==> config.mk <==
export PLATFORM = sky130hd
export DESIGN_NAME = bp_me_mem_cmd_arbiter
export DESIGN_NICKNAME = d
export VERILOG_FILES = /design/src/rtl/bp_me_pkg.sv /design/src/rtl/bp_me_mem_arb_tag_fifo.sv /design/src/rtl/bp_me_mem_cmd_arbiter.sv
export SDC_FILE = /design/constraint.sdc
export NUM_CORES = 1
export LEC_CHECK = 0
export BUFFER_PORTS_ARGS = -buffer_cell sky130_fd_sc_hd__buf_2
export CAP_MARGIN = 20
export CORE_AREA = 2 2 48 50
export DETAILED_ROUTE_END_ITERATION = 10
export DIE_AREA = 0 0 50 52
export PLACE_DENSITY = 0.82
export SYNTH_ARGS = -nofsm -noshare
export SYNTH_HDL_FRONTEND = slang
export SYNTH_SLANG_ARGS = --single-unit
==> constraint.sdc <==
create_clock -name clk_i -period 4.8 [get_ports clk_i]
set_input_delay 0 -clock clk_i [delete_from_list [all_inputs] [get_ports clk_i]]
set_output_delay 0 -clock clk_i [all_outputs]
set_load 0.01 [all_outputs]
==> src/rtl/bp_me_pkg.sv <==
// Shared types and constants for the bp_me memory-command arbiter.
// The optional statistics build (BP_ME_MEM_ARB_STATS_EN) uses the stat struct and sat_inc.
package bp_me_pkg;

    localparam int unsigned bp_me_mem_arb_max_req_gp = 8;

    typedef struct packed {
        logic [31:0] grants;
        logic [31:0] stalls;
    } bp_me_mem_arb_stat_s;

    function automatic logic [31:0] sat_inc(input logic [31:0] v);
        return (v == '1) ? v : v + 32'd1;
    endfunction

endpackage

==> src/rtl/bp_me_mem_arb_tag_fifo.sv <==
// In-order FIFO of requester IDs for commands awaiting a response.
// It drives full, empty and head data. Push is ignored while full and pop is ignored while empty.
module bp_me_mem_arb_tag_fifo #(
    parameter int unsigned depth_p = 4,
    parameter int unsigned width_p = 1
) (
    input  logic               clk,
    input  logic               reset_n,
    input  logic               push,
    input  logic [width_p-1:0] push_data,
    input  logic               pop,
    output logic               full,
    output logic               empty,
    output logic [width_p-1:0] head_data
);

    localparam int unsigned ptr_w = (depth_p > 1) ? $clog2(depth_p) : 1;
    localparam int unsigned cnt_w = $clog2(depth_p + 1);

    logic [width_p-1:0] mem [depth_p];
    logic [ptr_w-1:0]   wptr_q, rptr_q;
    logic [cnt_w-1:0]   count_q;
    logic               do_push, do_pop;

    function automatic logic [ptr_w-1:0] ptr_inc(input logic [ptr_w-1:0] p);
        return (p == ptr_w'(depth_p - 1)) ? '0 : p + 1'b1;
    endfunction

    assign full      = (count_q == cnt_w'(depth_p));
    assign empty     = (count_q == '0);
    assign do_push   = push & ~full;
    assign do_pop    = pop & ~empty;
    assign head_data = mem[rptr_q];

    always_ff @(posedge clk or negedge reset_n) begin
        if (!reset_n) begin
            wptr_q  <= '0;
            rptr_q  <= '0;
            count_q <= '0;
        end else begin
            if (do_push) wptr_q <= ptr_inc(wptr_q);
            if (do_pop)  rptr_q <= ptr_inc(rptr_q);
            unique case ({do_push, do_pop})
                2'b10:   count_q <= count_q + 1'b1;
                2'b01:   count_q <= count_q - 1'b1;
                default: count_q <= count_q;
            endcase
        end
    end

    always_ff @(posedge clk) begin
        if (do_push) mem[wptr_q] <= push_data;
    end

endmodule

==> src/rtl/bp_me_mem_cmd_arbiter.sv <==
// Round-robin sharing of one bp_mem command/response port among num_req_p requesters.
// Responses are routed in order via a tag FIFO; BP_ME_MEM_ARB_STATS_EN adds grant and stall counters.
module bp_me_mem_cmd_arbiter
    import bp_me_pkg::*;
#(
    parameter int unsigned num_req_p     = 2,
    parameter int unsigned msg_width_p   = 8,
    parameter int unsigned outstanding_p = 4,
    localparam int unsigned lg_req_lp    = (num_req_p > 1) ? $clog2(num_req_p) : 1
) (
    input  logic                             clk_i,
    input  logic                             reset_n_i,
    input  logic [num_req_p-1:0]             req_mem_cmd_v_i,
    input  logic [num_req_p*msg_width_p-1:0] req_mem_cmd_i,
    output logic [num_req_p-1:0]             req_mem_cmd_ready_o,
    output logic [num_req_p-1:0]             req_mem_resp_v_o,
    output logic [msg_width_p-1:0]           req_mem_resp_o,
    input  logic [num_req_p-1:0]             req_mem_resp_yumi_i,
    output logic                             mem_cmd_v_o,
    output logic [msg_width_p-1:0]           mem_cmd_o,
    input  logic                             mem_cmd_ready_i,
    input  logic                             mem_resp_v_i,
    input  logic [msg_width_p-1:0]           mem_resp_i,
    output logic                             mem_resp_yumi_o,
    output logic                             error_o
`ifdef BP_ME_MEM_ARB_STATS_EN
    ,output logic [num_req_p*64-1:0]         stat_o
`endif
);

    logic [lg_req_lp-1:0] rr_q, rr_d, winner, cand, head;
    logic [num_req_p-1:0] head_mask;
    logic                 fifo_full, fifo_empty, any_v, accept, yumi_err;

    // Scan downward so the requester nearest to rr_q is written last and wins.
    always_comb begin
        winner = rr_q;
        cand   = '0;
        for (int k = num_req_p - 1; k >= 0; k--) begin
            cand = lg_req_lp'((int'(rr_q) + k) % num_req_p);
            if (req_mem_cmd_v_i[cand]) winner = cand;
        end
    end

    assign any_v       = |req_mem_cmd_v_i;
    assign mem_cmd_v_o = any_v & ~fifo_full;
    assign mem_cmd_o   = req_mem_cmd_i[int'(winner)*msg_width_p +: msg_width_p];
    assign accept      = mem_cmd_v_o & mem_cmd_ready_i;

    always_comb begin
        req_mem_cmd_ready_o         = '0;
        req_mem_cmd_ready_o[winner] = mem_cmd_ready_i & ~fifo_full;
    end

    always_comb begin
        rr_d = rr_q;
        if (accept) rr_d = (winner == lg_req_lp'(num_req_p - 1)) ? '0 : winner + 1'b1;
    end

    assign req_mem_resp_o = mem_resp_i;

    always_comb begin
        req_mem_resp_v_o       = '0;
        req_mem_resp_v_o[head] = mem_resp_v_i & ~fifo_empty;
        head_mask              = '0;
        head_mask[head]        = ~fifo_empty;
    end

    assign mem_resp_yumi_o = req_mem_resp_yumi_i[head] & req_mem_resp_v_o[head];
    assign yumi_err        = |(req_mem_resp_yumi_i & ~head_mask);

    always_ff @(posedge clk_i or negedge reset_n_i) begin
        if (!reset_n_i) begin
            rr_q    <= '0;
            error_o <= 1'b0;
        end else begin
            rr_q    <= rr_d;
            error_o <= error_o | yumi_err | (mem_resp_v_i & fifo_empty);
        end
    end

    bp_me_mem_arb_tag_fifo #(
        .depth_p (outstanding_p),
        .width_p (lg_req_lp)
    ) u_tag_fifo (
        .clk       (clk_i),
        .reset_n   (reset_n_i),
        .push      (accept),
        .push_data (winner),
        .pop       (mem_resp_yumi_o),
        .full      (fifo_full),
        .empty     (fifo_empty),
        .head_data (head)
    );

`ifdef BP_ME_MEM_ARB_STATS_EN
    bp_me_mem_arb_stat_s stat_q [num_req_p];

    always_ff @(posedge clk_i or negedge reset_n_i) begin
        if (!reset_n_i) begin
            for (int i = 0; i < num_req_p; i++) stat_q[i] <= '0;
        end else begin
            for (int i = 0; i < num_req_p; i++) begin
                if (req_mem_cmd_v_i[i] & req_mem_cmd_ready_o[i])
                    stat_q[i].grants <= sat_inc(stat_q[i].grants);
                if (req_mem_cmd_v_i[i] & ~req_mem_cmd_ready_o[i])
                    stat_q[i].stalls <= sat_inc(stat_q[i].stalls);
            end
        end
    end

    for (genvar g = 0; g < num_req_p; g++) begin : g_stat
        assign stat_o[g*64 +: 64] = stat_q[g];
    end

    final begin
        for (int i = 0; i < num_req_p; i++)
            $display("mem_cmd_arbiter req %0d: grants=%0d stalls=%0d",
                     i, stat_q[i].grants, stat_q[i].stalls);
    end
`endif

endmodule

==> out/summary.txt, run 1 <==
=====================================================================================
R2r worst-path depth ...................................................            8
Area of the multi-input gates ..........................................    479 sq um
# H-tree levels ........................................................            1
Result of the run ......................................................    completed
Min-Delay Path Class ................................................... primary input to primary output
Number of buffers on the longest clock path ............................            2
Avg WL per Cell ........................................................      12.2 um
Final net count ........................................................          157
# IOs ..................................................................           55
Synthesized instance count .............................................           82
Tmin final .............................................................      2.54 ns
Portion of synthesized cell area occupied by the leading cell type .....        0.244
Sequential share of the synthesized area ...............................        0.374
Post-Synthesis Net Count ...............................................          121
Number of antenna violations at the first check in global routing ......            0
Standby leakage power ..................................................  0.000554 uW
Setup Buffers After CTS ................................................            0
Total count of max-transition violations in the final report ...........            0
Clock latency on the worst-skew pair ...................................      0.27 ns
Clock-pin slew of the registers on the worst-case setup and hold paths .      0.08 ns
Full die area ..........................................................   2600 sq um
Number of violations of the max-capacitance limit ......................            0
Dominant register cell in the synthesized netlist ......................      dfrtp_1
Number of enable flip-flop cells after synthesis .......................            4
Power density over the cells ...........................................  491 nW/um^2
Routed wire length .....................................................      1770 um
Gr ovfl total ..........................................................            0
Wire length of the first global-routing pass ...........................      3030 um
Last weighted congestion value of the routability-driven placer ........        0.716
Headroom to the max-slew limit .........................................        0.620
Starting utilization of the core area ..................................        0.438
RSZ-0062 raised after global routing ...................................           no
Count of cell types in the netlist .....................................           29
Maximum clock skew at final layout .....................................   0.00494 ns
Via count of the routed design .........................................          713
Count of input and output buffers ......................................           38
Placed cell count ......................................................          138
Hold violation total from the final report .............................            0
Count of antenna-violating nets left after detailed routing ............            0
Clock Sink Count .......................................................           13
Required arrival time at the worst endpoint ............................      4.99 ns
Setup crit end kind ....................................................    flip-flop
Area grow syn2layout ...................................................        23.2%
Area of the core .......................................................   2110 sq um
Share of final-layout standard cells stronger than drive strength 1 ....        0.436
Vias per Instance ......................................................         4.92
Chip height ............................................................        52 um
Post-route clock period utilization ....................................        0.529
Overall track demand over capacity in global routing ...................        0.156
CTS tree ...............................................................        built
Cell chosen for the clock root .........................................     clkbuf_4
Die boundary width .....................................................        50 um
Final core utilization .................................................        0.540
Count of final setup violators .........................................            0
Category of the worst setup path launch point ..........................    flip-flop
Top cells by area in the synthesized netlist ........................... dfrtp_1 24%, edfxtp_1 13%, ha_1 8.1%
Fmax achieved ..........................................................      394 MHz
Post-Layout Cell Count .................................................          145
Antenna diode count ....................................................            0
Tightest Pin Transition ................................................     0.563 ns
Row count ..............................................................           17
Half-perimeter wire length after placement .............................      1410 um
Initial detailed-routing violation count ...............................            4
Total negative setup slack .............................................         0 ns
Worst IR Drop VDD ......................................................   0.000228 V
Fillers ................................................................          193
Category of the most critical setup path ............................... flip-flop to flip-flop
Final Power ............................................................       557 uW
Post-synthesis cell type with the largest combined area ................      dfrtp_1
Worst hold margin ...................................................... 0.00000392 ns
Vias in the first global route .........................................          746
Total number of yosys warnings .........................................            0
Fraction of registers with async set or reset after synthesis ..........        0.692
Area taken by flip-flops and latches ...................................    345 sq um
Peak fanout along the critical path ....................................            6
Detailed-router iteration count before antenna repair ..................            2
Clock buffers created by TritonCTS .....................................            3
Number of instances on the worst hold path .............................            0
CP arrival .............................................................      2.73 ns
Pin count of the biggest net entering global routing ...................           15
Avg Synthesized Cell Area ..............................................   11.2 sq um
Residual DRC count .....................................................            0
Register bit count reported by yosys ...................................           13
Post-synthesis instance area ...........................................    922 sq um
=====================================================================================
-- worst max-delay path: stages (launching register included) --
cell	delay, ns
dfrtp_1	0.41
mux4_2	0.60
mux2i_2	0.28
ha_1	0.22
inv_1	0.07
fa_1	0.40
xor2_1	0.16
nor2_1	0.15
xor2_1	0.18
-- kinds of logic after synthesis --
group           Yosys count  synth area share
buf+inv                  18             0.106
xor+xnor                  3            0.0285
compound gates            7            0.0624
simple gates             17             0.107
mux                      16             0.208
flops                    13             0.375
fa+ha+maj                 8             0.114
-- per-layer routing --
| layer | up-vias | track usage | routed length [um] |
|---|---|---|---|
| met4 | 0 | 0.0741 | 21 |
| met3 | 2 | 0.0287 | 148 |
| met5 | - | 0 | 0 |
| met2 | 36 | 0.292 | 940 |
| met1 | 326 | 0.169 | 657 |
| li1 | 349 | - | - |
-- path summary, 6_finish.rpt --
check	from	to	slack, ns
worst min register to register	error_o	error_o	0.46
min in group asynchronous	reset_n_i	u_tag_fifo.wptr_q[0]	0.11
worst max-delay path	u_tag_fifo.rptr_q[0]	u_tag_fifo.count_q[2]	2.26
worst min-delay path	mem_resp_i[7]	req_mem_resp_o[7]	0.000004
max in group asynchronous	reset_n_i	u_tag_fifo.wptr_q[1]	4.51
worst max register to register	u_tag_fifo.rptr_q[0]	u_tag_fifo.count_q[2]	2.26
-- report_power, final --
group | switching, uW | internal (uW)
sequential | 43.1 | 160
combinational | 140 | 148
clock | 33.2 | 32.1
-- cells in the mapped netlist, drive strengths merged (2+ instances only) --
master	n
nor3b	2
and2	4
mux2i	3
o311ai	2
edfxtp	4
ha	6
buf	8
mux2	12
clkbuf	2
inv	8
xor2	2
nor3	3
nor2	4
dfrtp	9
-- area by class of cell --
cell class | instances | share of cell area
Clock buffer | 4 | 0.0231
Inverter | 8 | 0.0264
Multi-Input combinational cell | 51 | 0.422
Sequential cell | 13 | 0.304
Tap cell | 28 | 0.0308
Timing Repair Buffer | 41 | 0.194
-- what timing repair did --
item / in CTS / in global routing
endpoints found under the hold margin: 10 / 0
endpoints found under the setup margin: 0 / 0
gates resized for setup: 0 / 0
hold buffers: 3 / 0
-- stage by stage --
| stage | instance area [sq um] | worst slack, ns |
|---|---|---|
| final | 1140 | 2.26 |
| after floorplan | 922 | 2.51 |
| after detailed placement | 1080 | 2.31 |
| after global placement | 1080 | 2.44 |
| after CTS | 1140 | 2.27 |
| after global routing | 1140 | 2.10 |
-- layout by cell type, fill, tap and decap left out, types with 2 or more instances in the layout --
cell type	netlist	layout
ha_1	6	6
dfrtp_1	9	9
nor3_1	3	3
xor2_1	2	2
clkbuf_4	0	3
edfxtp_1	4	4
o311ai_0	2	2
and2_1	4	4
dlygate4sd3_1	0	3
nor3b_1	2	2
mux2i_1	2	2
buf_2	0	38
nor2_1	4	4
inv_1	8	8
mux2_1	6	6
mux2_2	6	6
-- registers in the layout, indices dropped and copies added (netlist names) --
register            flops
u_tag_fifo.count_q      3
error_o                 1
u_tag_fifo.mem          4
rr_q                    1
u_tag_fifo.rptr_q       2
u_tag_fifo.wptr_q       2
Power figures use the tool's default switching activity.
==> inputs of run 2 (changes only) <==
--- a/config.mk
+++ b/config.mk
@@ -7,10 +7,10 @@
 export LEC_CHECK = 0
 export BUFFER_PORTS_ARGS = -buffer_cell sky130_fd_sc_hd__buf_2
 export CAP_MARGIN = 20
-export CORE_AREA = 2 2 48 50
+export CORE_AREA = 2 2 53 55
 export DETAILED_ROUTE_END_ITERATION = 10
-export DIE_AREA = 0 0 50 52
-export PLACE_DENSITY = 0.82
+export DIE_AREA = 0 0 55 57
+export PLACE_DENSITY = 0.71
 export SYNTH_ARGS = -nofsm -noshare
 export SYNTH_HDL_FRONTEND = slang
 export SYNTH_SLANG_ARGS = --single-unit
==> constraint.sdc (replaced) <==
create_clock -name clk_i -period 2.3 [get_ports clk_i]
set_input_delay 0 -clock clk_i [delete_from_list [all_inputs] [get_ports clk_i]]
set_output_delay 0 -clock clk_i [all_outputs]
set_load 0.01 [all_outputs]
==> run 2 against run 1 <==
Net effect: cell count is 4.8% higher; routed wire length is 1.2% higher; largest cell class unchanged; core utilization is 9.0 points lower; clock skew hardly changed; sequential power is 110% higher; design area is 3.5% higher; register-to-register slack worse by 2.2 ns; sequential share of layout area is 1.0 points lower; critical path depth stayed put; maximum frequency is 15% higher; via count is 5.2% higher.
==> out/summary.txt, run 2 (synthesis gave the netlist of run 1 again) <==
=====================================================================================
Clock Sink Count .......................................................           13   unchanged
Setup crit end kind ....................................................    flip-flop
Post-route clock period utilization ....................................        0.964   +0.434
Placed cell count ......................................................          144   +4.3%
Power density over the cells ........................................... 1020 nW/um^2   +110%
Avg WL per Cell ........................................................      11.8 um   -3.4%
Total count of max-transition violations in the final report ...........            0   unchanged
Largest delay share family, worst path ................................. multiplexers
Final net count ........................................................          161   +2.5%
Met2 wire len ..........................................................       883 um   -6.1%
Standby leakage power ..................................................  0.000574 uW   +3.5%
Via count of the routed design .........................................          750   +5.2%
Number of violations of the max-capacitance limit ......................            0   unchanged
Post-route cell area ...................................................   1180 sq um   +3.5%
Tmin final .............................................................      2.22 ns   -0.325 ns
Cell chosen for the clock root .........................................     clkbuf_4
Antenna diode count ....................................................            0   unchanged
Min-Delay Path Class ................................................... primary input to primary output
Pin count of the biggest net entering global routing ...................           15   unchanged
Vias per Instance ......................................................         4.93   +0.35%
Worst-path cell with the longest stage delay ...........................       mux4_2
Result of the run ......................................................    completed
Number of antenna violations at the first check in global routing ......            0   unchanged
Peak fanout along the critical path ....................................            2   -4
Series of cell instances along the critical path ....................... mux4_2 > mux2i_2 > ha_2 > inv_2 > fa_2 > xor2_1 > nor2_1 > xor2_1
RSZ-0062 raised after global routing ...................................          yes
Most frequent standard cell in the layout excluding fill and tap cells .        buf_2
Last weighted congestion value of the routability-driven placer ........        0.693   -3.2%
Post-Layout Cell Count .................................................          152   +4.8%
Category of the most critical setup path ............................... flip-flop to flip-flop
Largest registers ...................................................... u_tag_fifo.mem (4), u_tag_fifo.count_q (3)
# IOs ..................................................................           55   unchanged
Area grow syn2layout ...................................................        27.5%
Share of final-layout standard cells stronger than drive strength 1 ....        0.488   +0.0517
Gr ovfl total ..........................................................            0   unchanged
Residual DRC count .....................................................            0   unchanged
Top sig layer ..........................................................         met3
Hold violation total from the final report .............................            0   unchanged
Vias in the first global route .........................................          724   -2.9%
Metal-1 WL .............................................................       736 um   +12%
Worst IR Drop VDD ......................................................   0.000444 V   +94%
CTS tree ...............................................................        built
Category of the worst setup path launch point ..........................    flip-flop
# H-tree levels ........................................................            1   unchanged
Fmax achieved ..........................................................      451 MHz   +15%
Clock buffers created by TritonCTS .....................................            3   unchanged
Final core utilization .................................................        0.450   -0.0898
Cell repeated most along the worst path ................................       xor2_1
Detailed-router iteration count before antenna repair ..................            4   +2
Number of buffers on the longest clock path ............................            2   unchanged
Most used cells in the layout excluding fill and tap cells ............. 38 x buf_2, 9 x dfrtp_1, 7 x inv_1, 6 x mux2_2, 6 x mux2_1
Area of the core .......................................................   2620 sq um   +24%
Clock-pin slew of the registers on the worst-case setup and hold paths .      0.09 ns   about the same
Routed wire length .....................................................      1790 um   +1.2%
Starting utilization of the core area ..................................        0.353   -0.0853
Count of final setup violators .........................................            0   unchanged
Biggest register ....................................................... u_tag_fifo.mem
Wire length of the first global-routing pass ...........................      3010 um   -0.69%
Routed length on met3 ..................................................       170 um   +15%
Row count ..............................................................           19   +2
Initial detailed-routing violation count ...............................            6   +2
Critical path buffer and inverter count ................................            1   unchanged
Max incr delay on CP ...................................................      0.54 ns   -0.06 ns
Half-perimeter wire length after placement .............................      1460 um   +3.3%
Overall track demand over capacity in global routing ...................        0.131   -0.0256
Count of input and output buffers ......................................           38   unchanged
Number of flip-flops in the largest register ...........................            4   unchanged
CP arrival .............................................................      2.42 ns   -0.31 ns
Tightest Pin Transition ................................................     0.565 ns   +0.00190 ns
Total placed instance area .............................................   1110 sq um   +2.4%
Required arrival time at the worst endpoint ............................      2.50 ns   -2.49 ns
Chip height ............................................................        57 um   +9.6%
Die boundary width .....................................................        55 um   +10%
Headroom to the max-slew limit .........................................        0.619   -0.00128
Count of antenna-violating nets left after detailed routing ............            0   unchanged
Full die area ..........................................................   3140 sq um   +21%
Clock latency on the worst-skew pair ...................................      0.27 ns   about the same
Maximum clock skew at final layout .....................................   0.00494 ns   -0.00000347 ns
=====================================================================================
run 2: final cells by class:
cell class | count | area, sq um
fill | 253 | 1440
multi-input combinational | 51 | 484
sequential | 13 | 345
timing repair buffer | 45 | 250
tap | 31 | 38.8
inverter | 8 | 30.0
clock buffer | 3 | 22.5
clock inverter | 1 | 5.00
run 2: through the flow:
stage               setup WS [ns]  setup TNS, ns  power (uW)  hold WS [ns]
floorplan                  0.0109              0         853        -0.296
global placement           0.0682              0        1000        -0.132
detailed placement        0.00704              0        1040        -0.121
CTS                        0.0249              0        1210     0.0000686
global route              -0.0502        -0.0502        1340     0.0000168
finish                     0.0835              0        1200     0.0000219
run 2: power breakdown:
part | switching, uW | internal, uW
clock | 77.0 | 64.4
combinational | 291 | 348
sequential | 86.8 | 335
total | 455 | 747
run 2: final timing paths:
check	start	end	slack, ns	depth (start not counted)
hold / removal	mem_resp_i[2]	req_mem_resp_o[2]	0.00002	0
max in group asynchronous	reset_n_i	u_tag_fifo.count_q[1]	2.00	2
min in group asynchronous	reset_n_i	error_o	0.10	2
setup reg to reg	u_tag_fifo.rptr_q[0]	u_tag_fifo.count_q[2]	0.08	8
hold reg to reg	error_o	error_o	0.47	2
setup / recovery	u_tag_fifo.rptr_q[0]	u_tag_fifo.count_q[2]	0.08	8
run 2: timing repair:
action / CTS / global route
hold buffers: 3 / 0
pin swaps: 0 / 2
setup endpoints to repair: 1 / 1
hold endpoints to repair: 10 / 0
buffers inserted: 1 / 0
resized for setup: 0 / 3
run 2: metal layers:
metal,vias up,global-route usage
li1,360,-
met1,345,0.155
met2,45,0.230
met3,0,0.0340
met4,0,0.0314
met5,-,0
run 2: worst reg2reg max path, delay by kind of cell (launching register included):
family | cells | cell delay (ns)
flops | 1 | 0.38
xor+xnor | 2 | 0.28
simple gates | 1 | 0.12
fa+ha+maj | 2 | 0.55
mux | 2 | 0.76
buf+inv | 1 | 0.04
==> inputs of run 3 (changes only) <==
--- a/config.mk
+++ b/config.mk
@@ -7,10 +7,11 @@
 export LEC_CHECK = 0
 export BUFFER_PORTS_ARGS = -buffer_cell sky130_fd_sc_hd__buf_2
 export CAP_MARGIN = 20
-export CORE_AREA = 2 2 53 55
+export CORE_AREA = 2 2 54 56
 export DETAILED_ROUTE_END_ITERATION = 10
-export DIE_AREA = 0 0 55 57
-export PLACE_DENSITY = 0.71
+export DIE_AREA = 0 0 56 58
+export PLACE_DENSITY = 0.72
 export SYNTH_ARGS = -nofsm -noshare
 export SYNTH_HDL_FRONTEND = slang
+export SYNTH_HIERARCHICAL = 1
 export SYNTH_SLANG_ARGS = --single-unit
==> run 3 against run 2 <==
Net effect: register-to-register slack got worse by 0.06 ns; routed wire length up 1.2%; sequential power about the same; critical endpoint is now u_tag_fifo/count_q[2].
==> out/summary.txt, run 3 <==
=====================================================================================
Count of input and output buffers ......................................           38   unchanged
Clock buffers created by TritonCTS .....................................            3   unchanged
Post-Layout Cell Count .................................................          157   +3.3%
Half-perimeter wire length after placement .............................      1540 um   +5.7%
Tightest Pin Transition ................................................     0.218 ns   -0.347 ns
Post-synthesis instance area ...........................................    990 sq um   +7.3%
Starting utilization of the core area ..................................        0.372   +0.0191
Number of antenna violations at the first check in global routing ......            0   unchanged
Largest delay share family, worst path ................................. multiplexers
Biggest register ....................................................... u_tag_fifo/mem
Via count of the routed design .........................................          711   -5.2%
Post-synthesis cell type with the largest combined area ................      dfrtp_1
Final net count ........................................................          166   +3.1%
Placed cell count ......................................................          151   +4.9%
Die boundary width .....................................................        56 um   +1.8%
Overall track demand over capacity in global routing ...................        0.116   -0.0147
Routed wire length .....................................................      1810 um   +1.2%
Fillers ................................................................          258   +2.0%
Headroom to the max-slew limit .........................................        0.853   +0.235
Most used cells in the layout excluding fill and tap cells ............. 38 x buf_2, 11 x nor2_1, 10 x mux2_4, 9 x dfrtp_1, 7 x inv_1
Leading cell type by number of instances after synthesis ...............       nor2_1
Top cells by area in the synthesized netlist ........................... dfrtp_1 23%, mux2_4 15%, edfxtp_1 12%
Required arrival time at the worst endpoint ............................      2.50 ns   about the same
Result of the run ......................................................    completed
Clock Sink Count .......................................................           13   unchanged
Post-Synthesis Net Count ...............................................          125   +3.3%
RSZ-0062 raised after global routing ...................................          yes
Gr ovfl total ..........................................................            0   unchanged
Fraction of registers with async set or reset after synthesis ..........        0.692   unchanged
Portion of synthesized cell area occupied by the leading cell type .....        0.228   -0.0167
Post-route cell area ...................................................   1250 sq um   +6.0%
Total placed instance area .............................................   1200 sq um   +8.7%
Power density over the cells ........................................... 1070 nW/um^2   +4.4%
Peak fanout along the critical path ....................................            2   unchanged
Count of antenna-violating nets left after detailed routing ............            0   unchanged
# IOs ..................................................................           55   unchanged
Max incr delay on CP ...................................................      0.52 ns   -0.02 ns
Avg Synthesized Cell Area ..............................................   11.5 sq um   +2.3%
Category of the worst setup path launch point ..........................    flip-flop
Row count ..............................................................           19   unchanged
Number of violations of the max-capacitance limit ......................            0   unchanged
Area grow syn2layout ...................................................        25.9%
Standby leakage power ..................................................  0.000643 uW   +12%
Worst IR Drop VDD ......................................................   0.000547 V   +23%
CTS tree ...............................................................        built
Worst-path cell with the longest stage delay ...........................       mux4_2
Synthesized instance count .............................................           86   +4.9%
Fmax achieved ..........................................................      439 MHz   -2.6%
Count of final setup violators .........................................            0   unchanged
Residual DRC count .....................................................            0   unchanged
Total count of max-transition violations in the final report ...........            0   unchanged
Sequential share of the synthesized area ...............................        0.349   -0.0256
Clock-pin slew of the registers on the worst-case setup and hold paths .      0.08 ns   about the same
Last weighted congestion value of the routability-driven placer ........        0.702   +1.3%
Min-Delay Path Class ................................................... primary input to primary output
Category of the most critical setup path ............................... flip-flop to flip-flop
Pin count of the biggest net entering global routing ...................           15   unchanged
Tmin final .............................................................      2.28 ns   +0.0601 ns
Full die area ..........................................................   3250 sq um   +3.6%
Post-route clock period utilization ....................................        0.990   +0.0261
Initial detailed-routing violation count ...............................            9   +3
Register bit count reported by yosys ...................................           13   unchanged
Antenna diode count ....................................................            0   unchanged
Critical path buffer and inverter count ................................            2   +1
Minimum setup slack after placement ....................................   -0.0392 ns   -0.0462 ns
Hold violation total from the final report .............................            0   unchanged
Wire length of the first global-routing pass ...........................      2990 um   -0.47%
Vias per Instance ......................................................         4.53   -8.2%
Count of cell types in the netlist .....................................           27   -6.9%
Cell chosen for the clock root .........................................     clkbuf_4
Dominant register cell in the synthesized netlist ......................      dfrtp_1
Area of the core .......................................................   2660 sq um   +1.8%
Vias in the first global route .........................................          701   -3.2%
Setup crit end kind ....................................................    flip-flop
Share of final-layout standard cells stronger than drive strength 1 ....        0.603   +0.116
Chip height ............................................................        58 um   +1.8%
Series of cell instances along the critical path ....................... mux4_2 > mux2i_1 > nor2_2 > nand2b_4 > inv_2 > ha_4 > inv_2 > fa_2 > xor2_1 > nor2_1 > xor2_1
Clock latency on the worst-skew pair ...................................      0.27 ns   about the same
Most common library cells after synthesis .............................. 12 x nor2_1, 10 x mux2_4, 9 x dfrtp_1, 9 x inv_1, 8 x buf_4
Avg WL per Cell ........................................................      11.5 um   -2.0%
CP arrival .............................................................      2.48 ns   +0.06 ns
Total number of yosys warnings .........................................            6   +6
Number of buffers on the longest clock path ............................            2   unchanged
Total negative setup slack .............................................         0 ns   unchanged
Detailed-router iteration count before antenna repair ..................            2   -2
Most frequent standard cell in the layout excluding fill and tap cells .        buf_2
Largest registers ...................................................... u_tag_fifo/mem (4), u_tag_fifo/count_q (3)
Setup slack after layout ...............................................    0.0234 ns   -0.0601 ns
Number of flip-flops in the largest register ...........................            4   unchanged
Number of enable flip-flop cells after synthesis .......................            4   unchanged
Final core utilization .................................................        0.468   +0.0183
# H-tree levels ........................................................            1   unchanged
Maximum clock skew at final layout .....................................   0.00512 ns   +0.000179 ns
=====================================================================================
-- run 3: cell types whose count changed in the layout (fill, tap and decap cells not counted), moves of 2 or more --
| cell | before | now |
|---|---|---|
| o311ai_0 | 2 | 0 |
| and2_1 | 4 | 0 |
| mux2_4 | 0 | 10 |
| nor3b_1 | 2 | 0 |
| nor3_1 | 3 | 0 |
| dlygate4sd3_1 | 3 | 1 |
| mux2_2 | 6 | 2 |
| nor2_1 | 4 | 11 |
| mux2_1 | 6 | 0 |
| and2_2 | 0 | 4 |
| nand2b_1 | 0 | 2 |
| nor2_2 | 0 | 2 |
| buf_4 | 4 | 6 |
-- run 3: worst reg2reg max path, cell delays in order, from the launching register on --
cell,delay (ns)
dfrtp_1,0.37
mux4_2,0.52
mux2i_1,0.15
nor2_2,0.15
nand2b_4,0.07
inv_2,0.06
ha_4,0.13
inv_2,0.03
fa_2,0.32
xor2_1,0.14
nor2_1,0.11
xor2_1,0.14
-- run 3: final cells by class --
type | count | area [sq um] | area share
inverters | 9 | 33.8 | 0.0271
clock buffers | 4 | 26.3 | 0.0211
multi-input cells | 55 | 557 | 0.447
well taps | 31 | 38.8 | 0.0311
flip-flops and latches | 13 | 345 | 0.277
repair buffers | 45 | 245 | 0.197
-- run 3: where the power goes --
part	internal, uW	total [uW]	switching, uW
clock network	67.2	139	72.3
logic	442	767	325
registers	334	423	88.7
-- run 3: worst paths after layout --
kind                                       start               endpoint  cells past startpoint  slack, ns
max                         u_tag_fifo/rptr_q[0]  u_tag_fifo/count_q[2]                     11       0.02
min                                mem_resp_i[3]      req_mem_resp_o[3]                      0   0.000004
max reg2reg                 u_tag_fifo/rptr_q[0]  u_tag_fifo/count_q[2]                     11       0.02
min reg2reg                u_tag_fifo/count_q[2]  u_tag_fifo/count_q[2]                      1       0.52
max in group asynchronous              reset_n_i                error_o                      2       2.01
min in group asynchronous              reset_n_i   u_tag_fifo/wptr_q[1]                      2       0.10
-- run 3: kinds of logic (layout without fill, tap and decap cells) --
family	count (synthesis)	count (layout)	synth area share
flip-flops	13	13	0.349
multiplexers	16	16	0.228
AO/OA/AOI/OAI	3	3	0.0228
adder cells (fa/ha/maj)	7	7	0.0961
buffers and inverters	18	58	0.106
XOR/XNOR	3	3	0.0266
AND/OR/NAND/NOR	26	26	0.172
-- run 3: timing repair --
action | CTS | global route
hold buffers | 1 | 0
buffers inserted | 1 | 0
gates resized for setup | 0 | 0
pin swaps | 4 | 0
hold endpoints to repair | 9 | 0
endpoints found under the setup margin | 1 | 1
-- run 3: per-stage QoR --
stage	hold WS, ns	total power (uW)
floorplan	-0.296	989
global placement	-0.132	1160
detailed placement	-0.134	1190
CTS	0.0000686	1350
global route	0.0000197	1460
finish	0.00000443	1330
-- run 3: metal layers --
metal,wire length (um),global-route usage
met1,668,0.128
met2,1080,0.215
met3,42,0.0246
met4,23,0.0510
met5,0,0
